### config.mk
export PLATFORM = sky130hd
export DESIGN_NAME = hex_disp_mux_flat
export DESIGN_NICKNAME = d
export VERILOG_FILES = /design/src/rtl/hex_disp_mux_if.sv /design/src/rtl/hex_disp_mux.sv /design/src/flat_wrapper.sv
export SDC_FILE = /design/constraint.sdc
export NUM_CORES = 1
export LEC_CHECK = 0
export CAP_MARGIN = 20
export CORE_UTILIZATION = 23
export CTS_BUF_LIST = sky130_fd_sc_hd__clkbuf_2 sky130_fd_sc_hd__clkbuf_4 sky130_fd_sc_hd__clkbuf_8
export DETAILED_ROUTE_END_ITERATION = 8
export GPL_TIMING_DRIVEN = 0
export PLACE_DENSITY = 0.42
export SLEW_MARGIN = 20
export SYNTH_ARGS = -nofsm -noshare
export SYNTH_HDL_FRONTEND = slang
export SYNTH_SLANG_ARGS = --single-unit
### constraint.sdc
create_clock -name clk -period 2.4 [get_ports clk]
set_input_delay 0.36 -clock clk [delete_from_list [all_inputs] [get_ports clk]]
set_output_delay 0.36 -clock clk [all_outputs]
set_load 0.005 [all_outputs]
### src/rtl/hex_disp_mux_if.sv
`default_nettype none
// +--------------------------------------------------------------------------+
// | Module      : hex_disp_mux_if                                            |
// | Description : Bus bundle between a display controller and the           |
// |               hex_disp_mux scanner.                                      |
// |               master : drives data/dp/load/en, observes seg/dp_n/an      |
// |               slave  : the scanner side (consumes data, drives the pads) |
// |   data [4*DIGITS-1:0] hex nibbles, nibble i drives digit i               |
// |   dp   [DIGITS-1:0]   decimal point request per digit, active-high       |
// |   load                strobe that latches data/dp into the scanner       |
// |   en                  display enable, low blanks all anodes              |
// |   seg  [6:0]          segment cathodes, active-low, bit 6 = g            |
// |   dp_n                decimal point cathode, active-low                  |
// |   an   [DIGITS-1:0]   digit anodes, active-low                           |
// | Revision    : 1.0 - initial release                                      |
// +--------------------------------------------------------------------------+
interface hex_disp_mux_if #(
  parameter int DIGITS = 4
);
  logic [4*DIGITS-1:0] data;
  logic [DIGITS-1:0]   dp;
  logic                load;
  logic                en;
  logic [6:0]          seg;
  logic                dp_n;
  logic [DIGITS-1:0]   an;

  modport master (
    output data, dp, load, en,
    input  seg, dp_n, an
  );

  modport slave (
    input  data, dp, load, en,
    output seg, dp_n, an
  );
endinterface
`default_nettype wire

### src/rtl/hex_disp_mux.sv
`default_nettype none
// +--------------------------------------------------------------------------+
// | Module      : hex_disp_mux                                               |
// | Description : Time-multiplexed driver for DIGITS common-anode 7-segment  |
// |               digits. A free-running divider selects each digit for      |
// |               SCAN_DIV clocks; the first clock of every slot is a dead   |
// |               cycle with all anodes off to avoid ghosting.               |
// |   clk   : single clock, rising edge                                      |
// |   rst   : asynchronous, active-high reset                                |
// |   bus   : hex_disp_mux_if.slave (data, dp, load, en in; seg, dp_n, an   |
// |           out; all outputs registered)                                   |
// | Compile-time option: define HEX_DISP_LZ_EN to blank leading zero digits |
// | Revision    : 1.0 - initial release                                      |
// +--------------------------------------------------------------------------+
module hex_disp_mux #(
  parameter int DIGITS   = 4,
  parameter int SCAN_DIV = 50000
) (
  input wire            clk,
  input wire            rst,
  hex_disp_mux_if.slave bus
);

  // Out-of-range parameters stop elaboration rather than build a broken scanner.
  if (DIGITS < 1 || DIGITS > 8) begin : g_bad_digits
    $error("hex_disp_mux: DIGITS=%0d outside 1..8", DIGITS);
  end
  if (SCAN_DIV < 2) begin : g_bad_scan_div
    $error("hex_disp_mux: SCAN_DIV=%0d must be >= 2", SCAN_DIV);
  end

  localparam int DIV_W = (SCAN_DIV > 2) ? $clog2(SCAN_DIV) : 1;
  localparam int IDX_W = (DIGITS > 1) ? $clog2(DIGITS) : 1;

  localparam logic [DIV_W-1:0] C_DIV_LAST = DIV_W'(SCAN_DIV - 1);
  localparam logic [IDX_W-1:0] C_IDX_LAST = IDX_W'(DIGITS - 1);
  localparam logic [6:0]       C_SEG_BLANK = 7'h7F;

  // Active-low segment pattern for one hex nibble, bit order g..a.
  function automatic logic [6:0] seg_enc(input logic [3:0] nib);
    logic [6:0] s;
    case (nib)
      4'h0: s = 7'h40;
      4'h1: s = 7'h79;
      4'h2: s = 7'h24;
      4'h3: s = 7'h30;
      4'h4: s = 7'h19;
      4'h5: s = 7'h12;
      4'h6: s = 7'h02;
      4'h7: s = 7'h78;
      4'h8: s = 7'h00;
      4'h9: s = 7'h10;
      4'hA: s = 7'h08;
      4'hB: s = 7'h03;
      4'hC: s = 7'h46;
      4'hD: s = 7'h21;
      4'hE: s = 7'h06;
      default: s = 7'h0E;
    endcase
    return s;
  endfunction

  logic [DIV_W-1:0]    div_cnt_q, div_cnt_d;
  logic [IDX_W-1:0]    idx_q, idx_d;
  logic [4*DIGITS-1:0] shadow_data_q, shadow_data_d;
  logic [DIGITS-1:0]   shadow_dp_q, shadow_dp_d;
  logic [6:0]          seg_q, seg_d;
  logic                dp_n_q, dp_n_d;
  logic [DIGITS-1:0]   an_q, an_d;

  logic [DIGITS-1:0]   digit_blank;
  logic [3:0]          cur_nib;
  logic                cur_dp;
  logic                cur_blank;

  // Scan timing: divider and digit index advance regardless of en/load.
  always_comb begin
    div_cnt_d = div_cnt_q + 1'b1;
    idx_d     = idx_q;
    if (div_cnt_q == C_DIV_LAST) begin
      div_cnt_d = '0;
      if (idx_q == C_IDX_LAST) begin
        idx_d = '0;
      end else begin
        idx_d = idx_q + 1'b1;
      end
    end
  end

  // Shadow registers decouple the display from a changing source bus.
  always_comb begin
    shadow_data_d = shadow_data_q;
    shadow_dp_d   = shadow_dp_q;
    if (bus.load) begin
      shadow_data_d = bus.data;
      shadow_dp_d   = bus.dp;
    end
  end

`ifdef HEX_DISP_LZ_EN
  // Walk from the most significant digit down; a digit is blanked while
  // every nibble and dp bit from it upward is zero. Digit 0 always shows.
  logic lz_run;
  always_comb begin
    digit_blank = '0;
    lz_run      = 1'b1;
    for (int i = DIGITS - 1; i >= 0; i--) begin
      lz_run = lz_run && (shadow_data_q[4*i +: 4] == 4'h0) && !shadow_dp_q[i];
      if (i != 0) begin
        digit_blank[i] = lz_run;
      end
    end
  end
`else
  assign digit_blank = '0;
`endif

  // Pick the fields belonging to the digit currently being scanned.
  always_comb begin
    cur_nib   = 4'h0;
    cur_dp    = 1'b0;
    cur_blank = 1'b0;
    for (int i = 0; i < DIGITS; i++) begin
      if (idx_q == IDX_W'(i)) begin
        cur_nib   = shadow_data_q[4*i +: 4];
        cur_dp    = shadow_dp_q[i];
        cur_blank = digit_blank[i];
      end
    end
  end

  // Next output values. The anode stays off during the slot's first cycle
  // (div_cnt = 0) while seg/dp_n already settle on the new digit.
  always_comb begin
    seg_d  = cur_blank ? C_SEG_BLANK : seg_enc(cur_nib);
    dp_n_d = ~cur_dp;
    for (int i = 0; i < DIGITS; i++) begin
      an_d[i] = ~(bus.en && (div_cnt_q != '0) && (idx_q == IDX_W'(i)));
    end
  end

  always_ff @(posedge clk or posedge rst) begin
    if (rst) begin
      div_cnt_q     <= '0;
      idx_q         <= '0;
      shadow_data_q <= '0;
      shadow_dp_q   <= '0;
      seg_q         <= C_SEG_BLANK;
      dp_n_q        <= 1'b1;
      an_q          <= '1;
    end else begin
      div_cnt_q     <= div_cnt_d;
      idx_q         <= idx_d;
      shadow_data_q <= shadow_data_d;
      shadow_dp_q   <= shadow_dp_d;
      seg_q         <= seg_d;
      dp_n_q        <= dp_n_d;
      an_q          <= an_d;
    end
  end

  assign bus.seg  = seg_q;
  assign bus.dp_n = dp_n_q;
  assign bus.an   = an_q;

endmodule
`default_nettype wire
### src/flat_wrapper.sv
// flat-port wrapper written by rule: the top's interface ports become plain ports
module hex_disp_mux_flat 
#(
  parameter int DIGITS   = 4,
  parameter int SCAN_DIV = 50000
)
  (clk, rst, bus_data, bus_dp, bus_load, bus_en, bus_seg, bus_dp_n, bus_an);
  hex_disp_mux_if #(.DIGITS(DIGITS)) bus_i ();
  input wire clk;
  input wire rst;
  input wire logic [$bits(bus_i.data)-1:0] bus_data;
  input wire logic [$bits(bus_i.dp)-1:0] bus_dp;
  input wire logic [$bits(bus_i.load)-1:0] bus_load;
  input wire logic [$bits(bus_i.en)-1:0] bus_en;
  output wire logic [$bits(bus_i.seg)-1:0] bus_seg;
  output wire logic [$bits(bus_i.dp_n)-1:0] bus_dp_n;
  output wire logic [$bits(bus_i.an)-1:0] bus_an;
  assign bus_i.data = bus_data;
  assign bus_i.dp = bus_dp;
  assign bus_i.load = bus_load;
  assign bus_i.en = bus_en;
  assign bus_seg = bus_i.seg;
  assign bus_dp_n = bus_i.dp_n;
  assign bus_an = bus_i.an;
  hex_disp_mux #(.DIGITS(DIGITS), .SCAN_DIV(SCAN_DIV)) u_core (.clk(clk), .rst(rst), .bus(bus_i));
endmodule
# After elaboration in Yosys (flattened, before gate mapping)
# Memory sizes are Yosys's and may differ from the RTL's. A register that Yosys moved wholly into a read port is not among the register bits.
# Cells that the tools add are included.
[word_totals]
regBits = 43
rom_bits = 112
out_inout_bits = 12
wordCells = 35
memories = 1
[op_classes]
n_addsub = 2
eq_ne = 4
mux = 10
n_bitwise = 5
reduce_logical = 7
[mem_list]
columns = ["name", "words", "word_bits", "read_ports", "rd_ports_with_merged_regs", "wr", "line", "text"]
rows = [
  ["(name not given)", 16, 7, 1, 1, 0, "hex_disp_mux.sv:42", "case (nib)"],
]
[ops]
columns = ["op", "count"]
rows = [
  ["adder 16 x 1 -> 16 bit, second input constant", 1],
  ["equality test 16 bit, second input constant", 1],
  ["2-to-1 mux 16 bit", 1],
  ["2-to-1 mux 4 bit", 4],
  ["nonzero test 16 bit", 1],
  ["logical AND 1 bit", 5],
  ["inverter 1 bit", 5],
  ["equality test 2 bit, second input constant", 2],
  ["2-to-1 mux 1 bit", 4],
  ["adder 2 x 1 -> 2 bit, second input constant", 1],
  ["equality test 2 x 1 -> 1 bit, second input constant", 1],
  ["logical NOT 2 bit", 1],
  ["2-to-1 mux 2 bit", 1],
]

# Logic depth before layout (Yosys ltp)
[logic_depth]
depth_word = 6
mapped_depth = 11
ltp_nobuf = 10

# Worst setup path before layout
# No wires, ideal clock.
[synth_path]
kind = "register to register"
from = "register u_core.idx_q[0]"
to = "register u_core.seg_q[0], in the netlist u_core.bus.seg[0]"
setup_time_ps = 82
arrival_ps = 1986
required_ps = 2318
slack_ps = 332
stages_incl_launch_ff = 9
path_buffers = 0
synth_period_minus_slack_ps = 2068
path_cell_list = "dfrtp_1 > inv_1 > ha_1 > nand2b_4 > o221ai_1 > inv_1 > ha_1 > nor3b_1 > a211o_1"
[synth_between]
elab_chain_cells = 5
[synth_lines]
columns = ["element", "line", "text"]
rows = [
  ["start, declared", "hex_disp_mux.sv:64", "logic [IDX_W-1:0] idx_q, idx_d;"],
  ["start signal, assigned", "hex_disp_mux.sv:153", "idx_q <= idx_d;"],
  ["logical NOT 2 bit", "hex_disp_mux.sv:124", "if (idx_q == IDX_W'(i)) begin"],
  ["2-to-1 mux 4 bit (3 in series)", "hex_disp_mux.sv:124", ""],
  ["2-to-1 mux 4 bit (*)", "hex_disp_mux.sv:124", ""],
  ["end, declared", "hex_disp_mux.sv:67", "logic [6:0] seg_q, seg_d;"],
]
# Mark *: on every way between the ends. The rest lies on a longest branch, timed or not.
# A chain may end at the register's enable or synchronous reset.

# Final worst setup path
[layout_path]
from = "register u_core.idx_q[0]"
to = "register u_core.seg_q[3], in the netlist u_core.bus.seg[3]"
# The elaborated chain is that of the path after synthesis.

==> flow_metrics.tcl <==
set metrics [dict create \
    status "completed" \
    nNetsFinal 293 \
    multi_input_area_sq_mm 0.00113 \
    clockBufferDepth 2 \
    p_per_area_mw_per_mm2 574 \
    final_area_sq_mm 0.00314 \
    grt_pass1_vias 1643 \
    ant_nets 0 \
    crit_fanout 10 \
    rsz0062_at_grt "no" \
    slew_headroom 0.595 \
    synth-async-reset-ratio 1.00 \
    setup_viol 0 \
    grt_use_total 0.0983 \
    peakVddDrop_uv 200 \
    ys_seq_area_frac 0.518 \
    grt_pass1_wl_um 8470 \
    dr.pass1.iters 4 \
    die-area_sq_mm 0.0110 \
    antennaDiodeCount 0 \
    hp-class "reg2reg" \
    num_vias 1623 \
    cts_sinks 50 \
    min_period_over_period 0.907 \
    worst_setup_path_end_kind "flop" \
    gp_congestion 0.714 \
    worst_ep_required_time_ps 2640 \
    post_drt_wl_per_cell_um 12.6 \
    worst_pin_slew_ps 608 \
    final_cell_mix "38 x dfrtp_1, 35 x clkdlybuf4s50_1, 23 x nand2_1" \
    maxSlewViolCount 0 \
    p_leak_nw 1.33 \
    crit_type "reg2reg" \
    clk_latency_ps 310 \
    core_area_sq_mm 0.0103 \
    via_per_inst 4.12 \
    grt_max_degree 51 \
    start_util 0.237 \
    cp-start-kind "flop" \
    cts_tree "done" \
    fill_cells 1072 \
    dp_hpwl_um 3560 \
    dpl-instance-area_sq_mm 0.00297 \
    syn_to_final_growth_pct 28.2 \
    hold_violations 0 \
    r2r_slack_ps 220 \
    grt.overflow.total 0 \
    place_ws_ps -126 \
    fmax_mhz 459 \
    mostFrequentLayoutCell "dfrtp_1" \
    antenna_found_initial 0 \
    fin_skew_ps 17.1 \
    seq_area_sq_mm 0.00127 \
    synth_ff_type "dfrtp_1" \
    syn_area_sq_mm 0.00244 \
    drive_above_1_share 0.240 \
    fin_crit_ps 2180 \
    syn_area_per_cell_sq_um 11.4 \
    ios 36 \
    fp.dieH_um 105 \
    routed_wl_um 4970 \
    port_buffers 35 \
    layout_setup_ws_ps 222 \
    rows 37 \
    root_buffer "clkbuf_8" \
    drtIter0Drc 35 \
    synth-seq-cells 50 \
    ys_warn_count 0 \
    syn_nets 250 \
    maxCapViolations 0 \
    place_inst 385 \
    syn_inst 214 \
    drc 0 \
    synth_edf_count 0 \
    cts_max_level 2 \
    die_x_um 105 \
    synth_cell_types 42 \
    clk_pin_slew_ps 100 \
    arrival_ps 2420 \
    stdcell_count 394 \
    numCtsBuffers 5 \
]
## path summary, 6_finish.rpt
kind / from / endpoint / cells past startpoint
max reg2reg: u_core.idx_q[0]$_DFFE_PP0N_ / u_core.bus.seg[3]$_DFF_PP1_ / 9
min in group asynchronous: rst / u_core.shadow_data_q[7]$_DFFE_PP0P_ / 2
max: u_core.idx_q[0]$_DFFE_PP0N_ / u_core.bus.seg[3]$_DFF_PP1_ / 9
min reg2reg: u_core.shadow_dp_q[3]$_DFFE_PP0P_ / u_core.bus.dp_n$_DFF_PP1_ / 1
max in group asynchronous: rst / u_core.div_cnt_q[12]$_DFF_PP0_ / 2
min: u_core.shadow_dp_q[3]$_DFFE_PP0P_ / u_core.bus.dp_n$_DFF_PP1_ / 1
## report_power, final
part / internal [W] / switching, W
Sequential: 0.000913 / 0.0000243
Clock: 0.000313 / 0.000292
Combinational: 0.000149 / 0.000108
## stage by stage
step,utilization,hold WS [ps],setup TNS [ps],total power [W]
final,0.304,430,0,0.00180
after detailed placement,0.287,404,-468,0.00121
after floorplan,-,379,0,0.00109
after global routing,0.304,445,0,0.00190
after global placement,0.287,401,-10560,0.00121
after CTS,0.299,425,0,0.00184
## cell usage after synthesis (2+ instances only)
library cell,instances,share of area
mux2_2,18,0.083
nand4_1,2,0.0051
dfrtp_1,38,0.39
nand3_1,10,0.020
buf_6,2,0.0092
dfstp_2,12,0.13
o211ai_1,2,0.0061
a22o_1,3,0.011
mux2i_1,4,0.016
inv_1,12,0.018
nor3_1,5,0.010
buf_1,2,0.0031
ha_1,12,0.061
o21ai_0,7,0.014
a21oi_1,3,0.0061
nor2_1,17,0.026
nand2_1,23,0.035
nor4_1,2,0.0051
xor2_1,6,0.021
and3_1,3,0.0077
xnor2_1,9,0.032
buf_2,2,0.0041
## what timing repair did
action / CTS / global route
hold buffers: 0 / 0
setup endpoints to repair: 6 / 5
gates resized for setup: 1 / 12
pin swaps: 0 / 0
setup buffers: 0 / 1
## flip-flops by register name, indices dropped and copies added, names as in the netlist
name                  flops
u_core.bus.an             4
u_core.shadow_dp_q        4
u_core.bus.dp_n           1
u_core.shadow_data_q     16
u_core.idx_q              2
u_core.bus.seg            7
u_core.div_cnt_q         16
## worst max-delay path, cell delays in order (launching register included)
cell,delay [ps]
dfrtp_1,430
ha_2,210
buf_4,160
o211a_1,250
a221o_2,360
inv_2,120
ha_1,180
nand3_1,120
a21boi_1,160
mux2i_1,130
## metal layers
layer  routed length, um  GRT usage  vias up  share of wire
met1                2520      0.140      778           0.51
met5                   0          0        -              0
li1                    -          -      814              -
met2                2250      0.150       26           0.45
met3                 160     0.0231        5          0.032
met4                  38     0.0241        0         0.0076
## cell families after synthesis
family / count (synthesis) / synth area share
flops: 50 / 0.518
xor+xnor: 15 / 0.0537
compound gates: 25 / 0.0803
buf+inv: 19 / 0.0379
simple gates: 71 / 0.149
mux: 22 / 0.0993
fa+ha+maj: 12 / 0.0614
## layout make-up
cell class	instances	area share
buffer	7	0.0160
clock inverter	3	0.0140
timing repair buffer	36	0.114
tap	136	0.0543
inverter	12	0.0152
multi-input combinational	145	0.361
sequential	50	0.404
clock buffer	5	0.0219
No activity file was read; power rests on OpenSTA's default activity.
